--- src/rtl/bullet_hit_scanner.sv ---
// bullet_hit_scanner: per-frame bullet/enemy box collision scan with hit pulses and a saturating score
module bullet_hit_scanner #(
  parameter int NUM_BULLETS = 30,
  parameter int NUM_ENEMIES = 8,
  parameter int BULLET_W    = 4,
  parameter int BULLET_H    = 8,
  parameter int ENEMY_W     = 32,
  parameter int ENEMY_H     = 32,
  parameter int SCORE_W     = 16
) (
  input  logic                     clock,
  input  logic                     reset,
  input  logic                     frame_tick,
  input  logic [20*NUM_BULLETS-1:0] bullet_pos,
  input  logic [20*NUM_ENEMIES-1:0] enemy_pos,
  input  logic [NUM_ENEMIES-1:0]   enemy_alive,
  output logic [NUM_BULLETS-1:0]   collided,
  output logic [NUM_ENEMIES-1:0]   enemy_killed,
  output logic [SCORE_W-1:0]       score,
  output logic                     busy
);
  localparam int BW = $clog2(NUM_BULLETS);
  localparam int EW = $clog2(NUM_ENEMIES);
  localparam int PW = $clog2(NUM_ENEMIES + 1);
  typedef enum logic [1:0] {IDLE, SNAP, SCAN, REPORT} state_t;
  state_t state;
  logic [20*NUM_BULLETS-1:0] sb;
  logic [20*NUM_ENEMIES-1:0] se;
  logic [NUM_ENEMIES-1:0] sa;
  logic [BW-1:0] bi;
  logic [EW-1:0] ej;
  logic [NUM_BULLETS-1:0] hit_b, hb_n;
  logic [NUM_ENEMIES-1:0] hit_e, he_n;
  logic [19:0] b, e;
  logic [10:0] bx, by, ex, ey;
  logic hit, last_j, last;
  logic [PW-1:0] pop;
  logic [SCORE_W+PW-1:0] sum;
  always_comb begin
    b = sb[20*bi +: 20];
    e = se[20*ej +: 20];
    bx = {1'b0, b[19:10]};
    by = {1'b0, b[9:0]};
    ex = {1'b0, e[19:10]};
    ey = {1'b0, e[9:0]};
    // 11-bit sums keep the far edge of a box near x/y=1023 from wrapping
    hit = (b[9:0] != 10'h3FF) && sa[ej] && !hit_b[bi] && !hit_e[ej] &&
          (bx < ex + 11'(ENEMY_W)) && (ex < bx + 11'(BULLET_W)) &&
          (by < ey + 11'(ENEMY_H)) && (ey < by + 11'(BULLET_H));
    hb_n = hit_b | (NUM_BULLETS'(hit) << bi);
    he_n = hit_e | (NUM_ENEMIES'(hit) << ej);
    pop = '0;
    for (int k = 0; k < NUM_ENEMIES; k++) pop = pop + PW'(he_n[k]);
    sum = (SCORE_W+PW)'(score) + (SCORE_W+PW)'(pop);
    last_j = ej == EW'(NUM_ENEMIES - 1);
    last = last_j && (bi == BW'(NUM_BULLETS - 1));
  end
  always_ff @(posedge clock or posedge reset) begin
    if (reset) begin
      state <= IDLE;
      sb <= '0;
      se <= '0;
      sa <= '0;
      bi <= '0;
      ej <= '0;
      hit_b <= '0;
      hit_e <= '0;
      collided <= '0;
      enemy_killed <= '0;
      score <= '0;
      busy <= 1'b0;
    end else begin
      collided <= '0;
      enemy_killed <= '0;
      case (state)
        IDLE: if (frame_tick) begin
          state <= SNAP;
          busy <= 1'b1;
        end
        SNAP: begin
          sb <= bullet_pos;
          se <= enemy_pos;
          sa <= enemy_alive;
          hit_b <= '0;
          hit_e <= '0;
          bi <= '0;
          ej <= '0;
          state <= SCAN;
        end
        SCAN: begin
          hit_b <= hb_n;
          hit_e <= he_n;
          // the final pair's hit is folded straight into the report outputs
          if (last) begin
            state <= REPORT;
            collided <= hb_n;
            enemy_killed <= he_n;
            score <= |sum[SCORE_W+PW-1:SCORE_W] ? '1 : sum[SCORE_W-1:0];
          end else if (last_j) begin
            ej <= '0;
            bi <= bi + 1'b1;
          end else ej <= ej + 1'b1;
        end
        REPORT: begin
          busy <= 1'b0;
          state <= IDLE;
        end
        default: state <= IDLE;
      endcase
    end
  end
endmodule

--- config.mk ---
export PLATFORM = sky130hd
export DESIGN_NAME = bullet_hit_scanner
export DESIGN_NICKNAME = d
export VERILOG_FILES = /design/src/rtl/bullet_hit_scanner.sv
export SDC_FILE = /design/constraint.sdc
export NUM_CORES = 2
export LEC_CHECK = 0
export ABC_AREA = 1
export CELL_PAD_IN_SITES_DETAIL_PLACEMENT = 1
export CELL_PAD_IN_SITES_GLOBAL_PLACEMENT = 1
export CORE_MARGIN = 4
export CORE_UTILIZATION = 41
export DETAILED_ROUTE_END_ITERATION = 8
export GPL_ROUTABILITY_DRIVEN = 0
export PLACE_DENSITY_LB_ADDON = 0.1
export SLEW_MARGIN = 20
export SYNTH_ARGS = -nofsm -noshare
export SYNTH_HDL_FRONTEND = slang
export SYNTH_SLANG_ARGS = --single-unit
--- constraint.sdc ---
create_clock -name clock -period 81.5 [get_ports clock]
set_input_delay 16.3 -clock clock [delete_from_list [all_inputs] [get_ports clock]]
set_output_delay 16.3 -clock clock [all_outputs]
set_load 0.01 [all_outputs]
==> flow_summary.json <==
{
  "outcome": "complete, no violations",
  "postSynthCellCount": 5655,
  "reg2reg_depth": 41,
  "dieWidth_um": 331,
  "arrival_ns": 19.85,
  "final_antenna_net_count": 0,
  "share_comb_of_total_power_pct": 10.6,
  "r2r_end": "score[14]$_DFFE_PP0P_",
  "maxSlewViolCount": 0,
  "first_pass_iters": 5,
  "synth-edff-count": 0,
  "grt_pass1_wl_um": 258000,
  "cts_root_buf": "clkbuf_16",
  "holdPathStages": 2,
  "cts_buffer_depth": 3,
  "place_area_um2": 51800,
  "leakagePower_nw": 26.0,
  "track_usage_pct": 31.3,
  "start_util_pct": 41.3,
  "numCtsBuffers": 98,
  "sw_frac_of_total_pct": 24.9,
  "fin_skew_ns": 0.0219,
  "synth_fp_nets": 6485,
  "fill_cells": 12633,
  "yosysTopAreaCellShare_pct": 51.0,
  "post-route-min-period_ns": 19.23,
  "rows": 118,
  "dieArea_um2": 109000,
  "cts_sinks": 871,
  "hold_end": "sb[131]$_DFFE_PP0P_",
  "ys_async_sr_fraction_pct": 100,
  "p_int_mw": 0.776,
  "post_cts_buffers": 0,
  "grt_pass1_vias": 42191,
  "worst_hold_slack_ns": 0.466,
  "drt_iter0_markers": 2950,
  "viasPerCell": 5.22,
  "cts_hold_buf": 0,
  "grt_antenna_before_repair": 67,
  "timing.rr.start": "bi[0]$_DFFE_PP0P_",
  "synthDistinctLibCells": 46,
  "power.density_cell_area_nw_per_um2": 18.7,
  "power_mw": 1.03,
  "finalSetupViolCount": 0,
  "cp-end-kind": "async pin",
  "tritoncts": "yes",
  "path_class": "in -> async",
  "irDropWorstVdd_mv": 0.0143,
  "slew_headroom_pct": 27.6,
  "regArea_um2": 21800,
  "fin_nets": 7110,
  "cts_max_level": 3,
  "hold_viol": 0,
  "grt_max_degree": 216,
  "globalRouteOverflowTotal": 0,
  "synthToLayoutAreaGrowth_pct": 29.4,
  "remaining_drc_errors": 0,
  "multiInputGateArea_um2": 17100,
  "dp_hpwl_um": 125000,
  "globalRouteMet3Util_pct": 6.28,
  "routed_wl_um": 176000,
  "setup.worst_path.start_class": "input port",
  "routedWlPerCell_um": 22.6,
  "port-buffer-count": 825,
  "die_h_um": 331,
  "fmax_mhz": 52.0,
  "syn_area_per_cell_um2": 7.55,
  "synthFlopType": "dfrtp_1",
  "seqPwrFrac_pct": 44.9,
  "layout_commonest_cell": "nand2_1",
  "fin_area_um2": 55300,
  "clock_latency_ns": 0.68,
  "rsz0062_at_grt": "false",
  "hold_class": "reg -> reg",
  "worst_slew_pin_slew_ns": 1.09,
  "cap_violations": 0,
  "cp_max_fo": 148,
  "num_vias": 40646,
  "placeableCoreArea_um2": 103000,
  "syn_area_um2": 42700,
  "yosysSeqAreaShare_pct": 51.0,
  "path_clk_slew_ns": 0.06,
  "tns_ns": 0,
  "synth_top_cell_by_area": "dfrtp_1",
  "netlist_top_cells_area": "dfrtp_1 51%, nand2_1 20%, o21ai_0 7.8%",
  "io_pins": 826,
  "ctsResizeCount": 0,
  "clkPwrFrac_pct": 44.5,
  "busiest_layer": "met2",
  "timing.reg2reg.setup_slack_ns": 71.22,
  "yosys_warnings": 0,
  "min_from": "sb[131]$_DFFE_PP0P_",
  "worstSetupStartpoint": "reset",
  "use_met2_pct": 50.4,
  "period_share_pct": 23.6,
  "drive_gt1_share_pct": 4.10,
  "synth_seq_cells": 871,
  "power_switching_mw": 0.257,
  "most-common-layout-cells": "2228 x nand2_1, 866 x dfrtp_1, 825 x clkdlybuf4s50_1",
  "critPathRequiredTime_ns": 82.13,
  "use_met1_pct": 40.5
}
-- cells by family (layout without fill, tap and decap cells) --
logic type | Yosys count | count (layout) | synth area share [%]
buffers and inverters | 984 | 1691 | 8.93
and+or+nand+nor | 2652 | 2652 | 24.6
other | 0 | 50 | 0
AOI/OAI and AO/OA | 1069 | 1069 | 13.3
xor gates and xnor gates | 19 | 19 | 0.390
DFF | 871 | 871 | 51.0
adders and majority gates | 59 | 59 | 1.82
muxes | 1 | 1 | 0.0234
-- metal layers --
layer  wire, um  vias to the layer above
li1           -                    19023
met1      72500                    20117
met2      82800                     1165
met3      12200                      309
met4       8100                       32
met5        215                        -
-- final cells by class --
class	count	share of cell area (%)
antenna	50	0.226
clock inverter	30	0.539
clock buffer	152	5.50
sequential	871	39.5
timing repair buffer	872	15.8
tap	1380	3.12
multi-input combinational	3800	31.0
inverter	637	4.37
-- per-stage QoR --
| stage | std cells | util, % | setup WS (ns) |
|---|---|---|---|
| CTS | 7741 | 53.2 | 62.24 |
| floorplan | 5655 | - | 40.72 |
| finish | 7792 | 53.4 | 62.27 |
| detailed placement | 7559 | 50.0 | 61.49 |
| global placement | 7559 | 50.0 | 61.49 |
| global route | 7772 | 53.3 | 61.81 |
-- synthesized netlist by cell type (5+ instances only) --
library cell  number
buf_1             34
xor2_1            17
o211ai_1         105
clkbuf_1         226
nor3_1             7
nand4_1           24
nor2_1           128
ha_1              54
fa_1               5
buf_2             83
inv_1            623
inv_2             10
nand2_1         2228
nor2_2            13
o22ai_1            5
o21ai_1           25
dfrtp_1          871
o21ai_0          666
nand3_1          225
a21oi_1          250
nand4_2            6
-- how the worst max path moves through the flow --
stage | cells after the start | endpoint | slack, ns
6_report | 5 | bi[4]$_DFFE_PP0P_ | 62.27
5_1_grt | 5 | bi[4]$_DFFE_PP0P_ | 61.81
3_3_place_gp | 5 | bi[4]$_DFFE_PP0P_ | 61.49
3_5_place_dp | 5 | bi[4]$_DFFE_PP0P_ | 61.49
2_1_floorplan | 1 | bi[0]$_DFFE_PP0P_ | 40.72
4_1_cts | 5 | bi[4]$_DFFE_PP0P_ | 62.24
-- critical path, stage by stage --
cell and delay, ns:
clkdlybuf4s50_1 0.49, inv_8 0.54, buf_12 0.57, buf_12 0.63
buf_4 0.81
-- sequential cells by signal (all words and copies together) (netlist names) --
| signal | count |
|---|---|
| sb | 600 |
| se | 160 |
| collided | 30 |
| hit_b | 30 |
| score | 16 |
| enemy_killed | 8 |
| hit_e | 8 |
| sa | 8 |
| bi | 5 |
| ej | 3 |
| state | 2 |
| busy | 1 |
-- power by group through the flow --
| stage | Combinational, mW | Sequential (mW) | Clock (mW) |
|---|---|---|---|
| 2_1_floorplan | 0.0469 | 0.470 | 0 |
| 3_3_place_gp | 0.106 | 0.470 | 0 |
| 3_5_place_dp | 0.109 | 0.471 | 0 |
| 4_1_cts | 0.111 | 0.463 | 0.467 |
| 5_1_grt | 0.121 | 0.465 | 0.486 |
| 6_report | 0.110 | 0.464 | 0.460 |
Note: power is estimated with default switching activity, not from simulation.
